## config.mk

```make
export PLATFORM = sky130hd
export DESIGN_NAME = pipe_ctrl
export DESIGN_NICKNAME = d
export VERILOG_FILES = /design/src/rtl/pipe_ctrl_pkg.sv /design/src/rtl/pipe_ctrl_sat_cnt.sv /design/src/rtl/pipe_ctrl.sv
export SDC_FILE = /design/constraint.sdc
export NUM_CORES = 1
export LEC_CHECK = 0
export BUFFER_PORTS_ARGS = -buffer_cell sky130_fd_sc_hd__buf_2
export CAP_MARGIN = 20
export CORE_MARGIN = 5
export CORE_UTILIZATION = 49
export DETAILED_ROUTE_END_ITERATION = 7
export GPL_ROUTABILITY_DRIVEN = 0
export PLACE_DENSITY = 0.86
export SLEW_MARGIN = 25
export SYNTH_ARGS = -nofsm -noshare
export SYNTH_HDL_FRONTEND = slang
export SYNTH_SLANG_ARGS = --single-unit
```

## constraint.sdc

```tcl
create_clock -name CLK -period 2.4 [get_ports CLK]
set_input_delay 0.36 -clock CLK [delete_from_list [all_inputs] [get_ports CLK]]
set_output_delay 0.36 -clock CLK [all_outputs]
set_load 0.005 [all_outputs]
```

## src/rtl/pipe_ctrl_pkg.sv

```systemverilog
`default_nettype none
// ============================================================================
//  Module      : pipe_ctrl_pkg
//  Description : Shared definitions for the five-stage pipeline controller:
//                controller state encoding, base-ISA opcode constants and a
//                small state-classification helper.
//  Revision    : 1.0 - initial release
// ============================================================================
package pipe_ctrl_pkg;

    // Controller state; RUN/DRAIN/HALTED encodings are fixed so that other
    // blocks decoding the state see stable values.
    typedef enum logic [1:0] {
        ST_IDLE   = 2'd0,
        ST_RUN    = 2'd1,
        ST_DRAIN  = 2'd2,
        ST_HALTED = 2'd3
    } pipe_state_e;

    // Base-ISA major opcodes used by the decode and hazard logic.
    localparam logic [6:0] C_OPC_LOAD   = 7'b0000011;
    localparam logic [6:0] C_OPC_STORE  = 7'b0100011;
    localparam logic [6:0] C_OPC_BRANCH = 7'b1100011;
    localparam logic [6:0] C_OPC_JALR   = 7'b1100111;
    localparam logic [6:0] C_OPC_JAL    = 7'b1101111;
    localparam logic [6:0] C_OPC_OP     = 7'b0110011;
    localparam logic [6:0] C_OPC_OP_IMM = 7'b0010011;

    // True in the states where the pipeline registers are allowed to move.
    function automatic logic pipe_moving(input pipe_state_e s);
        return (s == ST_RUN) || (s == ST_DRAIN);
    endfunction

endpackage : pipe_ctrl_pkg
`default_nettype wire

```

## src/rtl/pipe_ctrl_sat_cnt.sv

```systemverilog
`default_nettype none
// ============================================================================
//  Module      : sat_cnt
//  Description : Up-counter that increments by one when INC is high and
//                sticks at all-ones instead of wrapping.
//  Ports       : CLK   - clock, rising edge
//                RST_N - asynchronous active-low reset, clears the count
//                INC   - increment request for this cycle
//                CNT   - current count
//  Revision    : 1.0 - initial release
// ============================================================================
module sat_cnt #(
    parameter int WIDTH = 16
) (
    input  logic             CLK,
    input  logic             RST_N,
    input  logic             INC,
    output logic [WIDTH-1:0] CNT
);

    logic [WIDTH-1:0] cnt_q;
    logic [WIDTH-1:0] cnt_d;

    always_comb begin
        cnt_d = cnt_q;
        if (INC && !(&cnt_q)) begin
            cnt_d = cnt_q + WIDTH'(1);
        end
    end

    always_ff @(posedge CLK or negedge RST_N) begin
        if (!RST_N) begin
            cnt_q <= '0;
        end else begin
            cnt_q <= cnt_d;
        end
    end

    assign CNT = cnt_q;

endmodule : sat_cnt
`default_nettype wire

```

## src/rtl/pipe_ctrl.sv

```systemverilog
`default_nettype none
// ============================================================================
//  Module      : pipe_ctrl
//  Description : Stall/flush/halt controller for a five-stage pipeline.
//                Produces PC and inter-stage register enables/clears from the
//                hazard, branch and memory handshakes, tracks a valid bit per
//                stage, drains the pipe on a halt request and counts stalls.
//  Ports       : CLK, RST_N            - clock / async active-low reset
//                HAZ_STALL, HAZ_FLUSH  - load-use stall, JALR flush (decode)
//                BR_TAKEN              - branch taken, resolved in execute
//                IMEM_RDY              - fetch data valid this cycle
//                DMEM_REQ, DMEM_RDY    - memory-stage access pending / done
//                HALT_REQ, RESUME      - drain-and-stop / restart
//                PC_EN, *_EN, *_CLR    - register load enables / bubble loads
//                V_D..V_W              - per-stage valid bits
//                HALTED                - controller is halted
//                STALL_CNT             - saturating count of stalled RUN cycles
//  Revision    : 1.0 - initial release
// ============================================================================
module pipe_ctrl
    import pipe_ctrl_pkg::*;
#(
    parameter int CNT_W = 16
) (
    input  logic             CLK,
    input  logic             RST_N,
    input  logic             HAZ_STALL,
    input  logic             HAZ_FLUSH,
    input  logic             BR_TAKEN,
    input  logic             IMEM_RDY,
    input  logic             DMEM_REQ,
    input  logic             DMEM_RDY,
    input  logic             HALT_REQ,
    input  logic             RESUME,
    output logic             PC_EN,
    output logic             FD_EN,
    output logic             DE_EN,
    output logic             EM_EN,
    output logic             MW_EN,
    output logic             FD_CLR,
    output logic             DE_CLR,
    output logic             EM_CLR,
    output logic             MW_CLR,
    output logic             V_D,
    output logic             V_E,
    output logic             V_M,
    output logic             V_W,
    output logic             HALTED,
    output logic [CNT_W-1:0] STALL_CNT
);

    pipe_state_e state_q, state_d;
    logic        v_d_q, v_e_q, v_m_q, v_w_q;
    logic        v_d_d, v_e_d, v_m_d, v_w_d;
    logic        w_dmem_wait;
    logic        w_stall_inc;

    // A memory access only blocks when a real instruction sits in M.
    assign w_dmem_wait = v_m_q & DMEM_REQ & ~DMEM_RDY;

    // ------------------------------------------------------------------
    // Enables and clears
    // ------------------------------------------------------------------
    always_comb begin
        PC_EN  = 1'b0;
        FD_EN  = 1'b0;
        DE_EN  = 1'b0;
        EM_EN  = 1'b0;
        MW_EN  = 1'b0;
        FD_CLR = 1'b0;
        DE_CLR = 1'b0;
        EM_CLR = 1'b0;
        MW_CLR = 1'b0;

        if (pipe_moving(state_q)) begin
            PC_EN = 1'b1;
            FD_EN = 1'b1;
            DE_EN = 1'b1;
            EM_EN = 1'b1;
            MW_EN = 1'b1;

            // Only the highest-priority active condition alters the default.
            if (w_dmem_wait) begin
                // Freeze everything upstream of M; W receives a bubble.
                PC_EN  = 1'b0;
                FD_EN  = 1'b0;
                DE_EN  = 1'b0;
                EM_EN  = 1'b0;
                MW_CLR = 1'b1;
            end else if (BR_TAKEN) begin
                FD_CLR = 1'b1;
                DE_CLR = 1'b1;
            end else if (HAZ_FLUSH) begin
                FD_CLR = 1'b1;
            end else if (HAZ_STALL) begin
                PC_EN  = 1'b0;
                FD_EN  = 1'b0;
                DE_CLR = 1'b1;
            end else if (!IMEM_RDY) begin
                PC_EN  = 1'b0;
                FD_CLR = 1'b1;
            end

            // While draining nothing new is fetched: whatever F/D loads is a
            // bubble, and the PC only moves to capture a redirect target.
            // A held decode register (stall or memory wait) is left intact.
            if (state_q == ST_DRAIN) begin
                if (FD_EN) begin
                    FD_CLR = 1'b1;
                end
                if (!BR_TAKEN && !HAZ_FLUSH) begin
                    PC_EN = 1'b0;
                end
            end
        end
    end

    // ------------------------------------------------------------------
    // Next valid bits: clear wins, enable shifts the upstream bit, else hold
    // ------------------------------------------------------------------
    always_comb begin
        v_d_d = v_d_q;
        v_e_d = v_e_q;
        v_m_d = v_m_q;
        v_w_d = v_w_q;

        if (FD_CLR)     v_d_d = 1'b0;
        else if (FD_EN) v_d_d = (state_q == ST_RUN);

        if (DE_CLR)     v_e_d = 1'b0;
        else if (DE_EN) v_e_d = v_d_q;

        if (EM_CLR)     v_m_d = 1'b0;
        else if (EM_EN) v_m_d = v_e_q;

        if (MW_CLR)     v_w_d = 1'b0;
        else if (MW_EN) v_w_d = v_m_q;
    end

    // ------------------------------------------------------------------
    // State transitions
    // ------------------------------------------------------------------
    always_comb begin
        state_d = state_q;
        unique case (state_q)
            ST_IDLE: begin
                state_d = ST_RUN;
            end
            ST_RUN: begin
                if (HALT_REQ) begin
                    state_d = ST_DRAIN;
                end
            end
            ST_DRAIN: begin
                // Judged on the post-edge valids so an empty pipe leaves
                // after a single drain cycle.
                if (!(v_d_d | v_e_d | v_m_d | v_w_d) && !w_dmem_wait) begin
                    state_d = ST_HALTED;
                end
            end
            ST_HALTED: begin
                if (RESUME) begin
                    state_d = ST_RUN;
                end
            end
            default: begin
                state_d = ST_IDLE;
            end
        endcase
    end

    always_ff @(posedge CLK or negedge RST_N) begin
        if (!RST_N) begin
            state_q <= ST_IDLE;
            v_d_q   <= 1'b0;
            v_e_q   <= 1'b0;
            v_m_q   <= 1'b0;
            v_w_q   <= 1'b0;
        end else begin
            state_q <= state_d;
            v_d_q   <= v_d_d;
            v_e_q   <= v_e_d;
            v_m_q   <= v_m_d;
            v_w_q   <= v_w_d;
        end
    end

    assign V_D    = v_d_q;
    assign V_E    = v_e_q;
    assign V_M    = v_m_q;
    assign V_W    = v_w_q;
    assign HALTED = (state_q == ST_HALTED);

    // ------------------------------------------------------------------
    // Stall statistics: only RUN cycles where the PC failed to advance
    // ------------------------------------------------------------------
    assign w_stall_inc = (state_q == ST_RUN) && !PC_EN;

    sat_cnt #(
        .WIDTH (CNT_W)
    ) u_stall_cnt (
        .CLK   (CLK),
        .RST_N (RST_N),
        .INC   (w_stall_inc),
        .CNT   (STALL_CNT)
    );

endmodule : pipe_ctrl
`default_nettype wire

```

* Yosys cells after proc, flatten, opt, wreduce, memory -nomap -nowiden
Cells that the tools add are included.
** Storage, ports and cells
- Register bits :: 22
- Word-level logic and storage cells :: 76
- Output and inout bits :: 30
- Bits of input ports :: 10
** Cells by class
- Reduce and logical (&&, ||, !) cells :: 14
- Equal/unequal tests :: 6
- Muxes and demuxes :: 43
- Bitwise logic cells :: 6
- $add $sub $neg :: 1
** Operators by type and width (number)
- two-way mux 1 bit :: 39
- adder 16 x 1 -> 16 bit (second input constant) :: 1
- AND reduction 16 bit :: 1
- one-hot mux 2 bit (4 select lines) :: 1
- logical NOT 1 bit :: 6
- two-way mux 2 bit :: 3
- == test 2 bit (second input constant) :: 2
- logical AND 1 bit :: 4
- != test 2 bit (second input constant) :: 2
- OR 1 bit :: 3
- AND reduction 3 bit :: 1
- bitwise AND 1 bit :: 2
- == test 2 x 1 -> 1 bit (second input constant) :: 1
- logical NOT 2 bit :: 1
- != test 2 x 1 -> 1 bit (second input constant) :: 1
- logical OR 1 bit :: 1
- NOT 1 bit :: 1

* Depth between registers and ports, before layout
- Word-level depth :: 16
- Depth in mapped cells :: 8
- Mapped depth without buffers :: 7

* By module
From an unflattened synthesis, not the netlist that was laid out.
** Second synthesis, totals
- Cells, all modules :: 141
- Area, all modules :: 1393.8 sq um
** Modules (own cells, without submodules)
- sat_cnt :: area an instance 840.8 sq um, instances 1, seq. area each 400.4 sq um, cells each 75
- pipe_ctrl :: area an instance 553.0 sq um, instances 1, seq. area each 150.1 sq um, cells each 66

* Least setup slack after synthesis
No wires, ideal clock.
- Path kind :: register -> register
- Start point :: register state_q[0]
- End point :: register state_q[1]
- Stages on the path, launching flop included :: 9
- Data arrival time :: 1741 ps
- Library setup time :: 135 ps
- Required time :: 2265 ps
- Path slack :: 524 ps
- Period minus slack after synthesis :: 1876 ps
- Buffers on the path :: 1
- Path through :: dfrtp_1 -> inv_1 -> ha_1 -> clkbuf_1 -> a211oi_1 -> o41a_1 -> a31oi_1 -> a221o_1 -> mux2i_1
** Between the ends
- Cells in the longest elaborated chain, start to end :: 12
- Elaborated cells on any way between the ends :: 29
- Those cells by class :: 6 x eq/ne; 15 x mux; 3 x bitwise; 5 x reduce/logical
** RTL lines
- start: declaration :: line pipe_ctrl.sv:52 : pipe_state_e state_q, state_d;
- start signal: assignment :: line pipe_ctrl.sv:180 : state_q <= state_d;
- == test 2 x 1 -> 1 bit or == test 2 bit (tied branches)
- logical OR 1 bit :: line pipe_ctrl_pkg.sv:31 : return (s == ST_RUN) || (s == ST_DRAIN);
- two-way mux 1 bit :: line pipe_ctrl.sv:75 : if (pipe_moving(state_q)) begin
- two-way mux 1 bit, on equally long branches :: line pipe_ctrl.sv:128, pipe_ctrl.sv:131
- two-way mux 1 bit, on equally long branches :: line pipe_ctrl.sv:127, pipe_ctrl.sv:130
- OR 1 bit (3 in series) :: line pipe_ctrl.sv:157 : if (!(v_d_d | v_e_d | v_m_d | v_w_d) && !w_dmem_wait) begin
- logical NOT 1 bit :: line pipe_ctrl.sv:157
- logical AND 1 bit :: line pipe_ctrl.sv:157
- != test 2 x 1 -> 1 bit (no line)
- AND reduction 3 bit (no line)
Several ways; a longest one is shown, not always the timed one.
A chain may end at the register's enable or synchronous reset.

* Worst setup path after layout
- Start point :: register state_q[0]
- End point :: output port FD_CLR
** Between the ends
- Cells in the longest elaborated chain, start to end :: 3
- Elaborated cells on any way between the ends :: 5
- Those cells by class :: 2 x eq/ne; 2 x mux; 1 x reduce/logical
** RTL lines
- == test 2 bit or == test 2 x 1 -> 1 bit (tied branches) :: line pipe_ctrl_pkg.sv:31, pipe_ctrl.sv:107
- two-way mux 1 bit or logical OR 1 bit (tied branches) :: line pipe_ctrl.sv:107, pipe_ctrl_pkg.sv:31
- two-way mux 1 bit (*) :: line pipe_ctrl.sv:75
- end: declaration :: line pipe_ctrl.sv:40 : output logic FD_CLR,
Mark *: on every way between the ends. The rest lies on a longest branch, timed or not.

==> summary.txt <==
Unrepaired setup endpoints after global routing: false
Fmax: 0.443 GHz
I/O pin count: 40
Number of synthesized flops with an enable pin: 0
Hold Crit Start: BR_TAKEN
Share of cells above drive strength 1: 29.3%
Cell Area, Synth: 1230 sq um
Die Span X: 60.1 um
Util after Layout: 61.6%
Data required time of the worst path: 2.04 ns
Crit path max-delay cell type: dfrtp_1
Hold endpoint: V_E
Post-synthesis sequential area ratio: 44.9%
CP peak stage delay: 0.42 ns
Synth cell types: 38
Vias in the first global route: 1,063
Global Route met3 Usage: 2.59%
Vias: 1,090
Yosys Warn Count: 0
Pwr dens: 986 nW/um^2
M2 GR Usage: 29.0%
Internal: 897 uW
Switching part of the total: 39.3%
Yosys reg bits: 22
Worst setup EP type: output pin
Final TNS setup: 0 ns
RR Endpoint: state_q[1]
P&R area growth vs syn: 22.1%
FF-to-FF path depth: 7
Vias per cell: 5.62
Clock Skew: 0.00754 ns
Final antenna-violating net count: 0
Met1 Use GR: 21.5%
Psw: 581 uW
DRC viols: 0
Die area: 3610 sq um
Syn Area/Cell: 9.90 sq um
Outcome: complete, no violations
Gr busiest metal: met2
Synth top cells by count: dfrtp_1, nand2_1, xnor2_1
Fillers: 215
IO buf count: 38
GRT overflow: 0
Diodes inserted: 0
Cells after synthesis: 124
Antenna violations before repair: 0
DIE HEIGHT: 60.1 um
Fin. max-slew vios: 0
DRT iter0 DRCs: 56
Hold WC Path Type: in2reg
Clock-pin slew on the worst setup and hold paths: 0.12 ns
Max FO, Critical Path: 8
Primary FF master, synth: dfrtp_1
CTS tree: yes
Fin crit share: 94.1%
Final WL: 2.80 mm
Reg-to-Reg Start: state_q[0]
Clk network pwr share: 19.2%
Clock Root Buffer: clkbuf_4
Hpwl dp: 2.20 mm
Clock Latency Late Sink: 0.32 ns
First-pass GRT wire length: 4.70 mm
Critical Path Source: state_q[0]
Syn_nets: 139
Worst vdd rail ir drop: 621 uV
Fin. Hold Viols: 0
Count leader, synth: dfrtp_1
Crit-path cells: inv_1 > ha_1 > inv_1 > nand2_1 > inv_2 > o31a_1 > buf_2
Crit path DAT: 1.90 ns
Worst Hold Depth: 4
Number of max-cap violations: 0
Placeable Area: 2430 sq um
Crit start category: flip-flop
Crit path kind: reg2out
Comb pwr share: 46.1%
Lkg Pwr: 0.776 nW
Worst slew pin tran: 0.497 ns
CTS max path bufs: 2
Drt pass-1 iters: 4
H-Tree Depth: 1
Post-synth top area share: 44.9%
FP Rows: 18
Largest net degree at the start of global routing: 23
Most used cell, CP: inv_1
Clk sink count: 22
Reg2reg setup slack: 0.35 ns
Nets: 180
Share of power burned in registers: 34.7%
CTS Buf Count: 3
Slew HR: 66.6%
Final setup viols: 0
WL/cell: 14.4 um
Total GRT Usage: 17.3%
Tmin final: 2.26 ns
Post-synth top area cell: dfrtp_1
FFs w/ async S/R, synth: 100%
PnR Total Power: 1.48 mW
Synth area leaders: dfrtp_1, xnor2_1, nand2_1
Starting Density: 50.5%
[routing by layer]
metal | up-vias | wire (um)
li1 | 512 | -
met1 | 531 | 1170
met2 | 40 | 1350
met3 | 7 | 211
met4 | 0 | 60
met5 | - | 0
[power groups by stage]
stage | Clock, mW | Combinational (mW) | Sequential [mW]
after global placement | 0 | 0.656 | 0.513
final | 0.284 | 0.682 | 0.513
after CTS | 0.289 | 0.686 | 0.512
after global routing | 0.305 | 0.767 | 0.527
after floorplan | 0 | 0.446 | 0.510
after detailed placement | 0 | 0.683 | 0.520
[sequential cells by signal (all words and copies together) (netlist names)]
register,count
V_W,1
V_E,1
state_q,2
V_D,1
u_stall_cnt.CNT,16
V_M,1
[cells by family after synthesis]
| kind of cell | Yosys count | share of synthesized area [%] |
|---|---|---|
| and+or+nand+nor | 56 | 24.9 |
| DFF | 22 | 44.9 |
| xor gates and xnor gates | 15 | 10.7 |
| buffers and inverters | 12 | 4.28 |
| AOI/OAI and AO/OA | 11 | 8.26 |
| adders and majority gates | 5 | 5.10 |
| muxes | 2 | 1.63 |
| other | 1 | 0.306 |
[worst max-delay path by stage]
stage | end | slack [ns] | cells after the start
final | FD_CLR | 0.14 | 7
after global routing | FD_CLR | 0.007 | 7
after CTS | FD_CLR | 0.08 | 7
after detailed placement | state_q[1] | 0.36 | 7
after global placement | u_stall_cnt.CNT[5] | 0.44 | 7
after floorplan | state_q[1] | 0.52 | 8
[area by class of cell]
| class | count | area, sq um | share of cell area [%] |
|---|---|---|---|
| Clock inverter | 1 | 30.0 | 2.00 |
| Inverter | 9 | 33.8 | 2.25 |
| Tap cell | 30 | 37.5 | 2.50 |
| Timing Repair Buffer | 39 | 200 | 13.4 |
| Multi-Input combinational cell | 90 | 624 | 41.7 |
| Clock buffer | 3 | 22.5 | 1.50 |
| Sequential cell | 22 | 551 | 36.7 |
[worst max-delay path, delay by kind of cell (launching register included)]
kind	cells	cell delay [ns]
buffers and inverters	4	0.46
flip-flops	1	0.42
adder cells (fa/ha/maj)	1	0.41
AND/OR/NAND/NOR	1	0.15
AO/OA/AOI/OAI	1	0.15
[repair_timing]
action                                 in CTS  in global routing
setup endpoints to repair                   0                  1
buffers inserted                            0                  0
hold buffers                                1                  0
resized for setup                           0                  1
endpoints found under the hold margin      13                  0
[cell usage in the layout, fill, tap and decap left out, types with 2 or more instances in the layout]
master    instances
buf_2            38
dfrtp_1          22
nand2_1          17
xnor2_1          12
inv_1             8
nor2_1            8
nand4_1           7
nand3_1           6
ha_1              5
nor3_1            4
xor2_1            3
clkbuf_4          3
nor3b_1           2
mux2i_1           2
[metrics by stage]
step	instances	setup WS, ns	cell area, sq um	hold WS, ns
final	194	0.143	1500	0.423
after global routing	194	0.00706	1500	0.457
after detailed placement	189	0.361	1440	0.350
after global placement	189	0.445	1440	0.343
after floorplan	124	0.524	1230	0.0644
after CTS	194	0.0762	1500	0.416
Power figures use the tool's default switching activity.
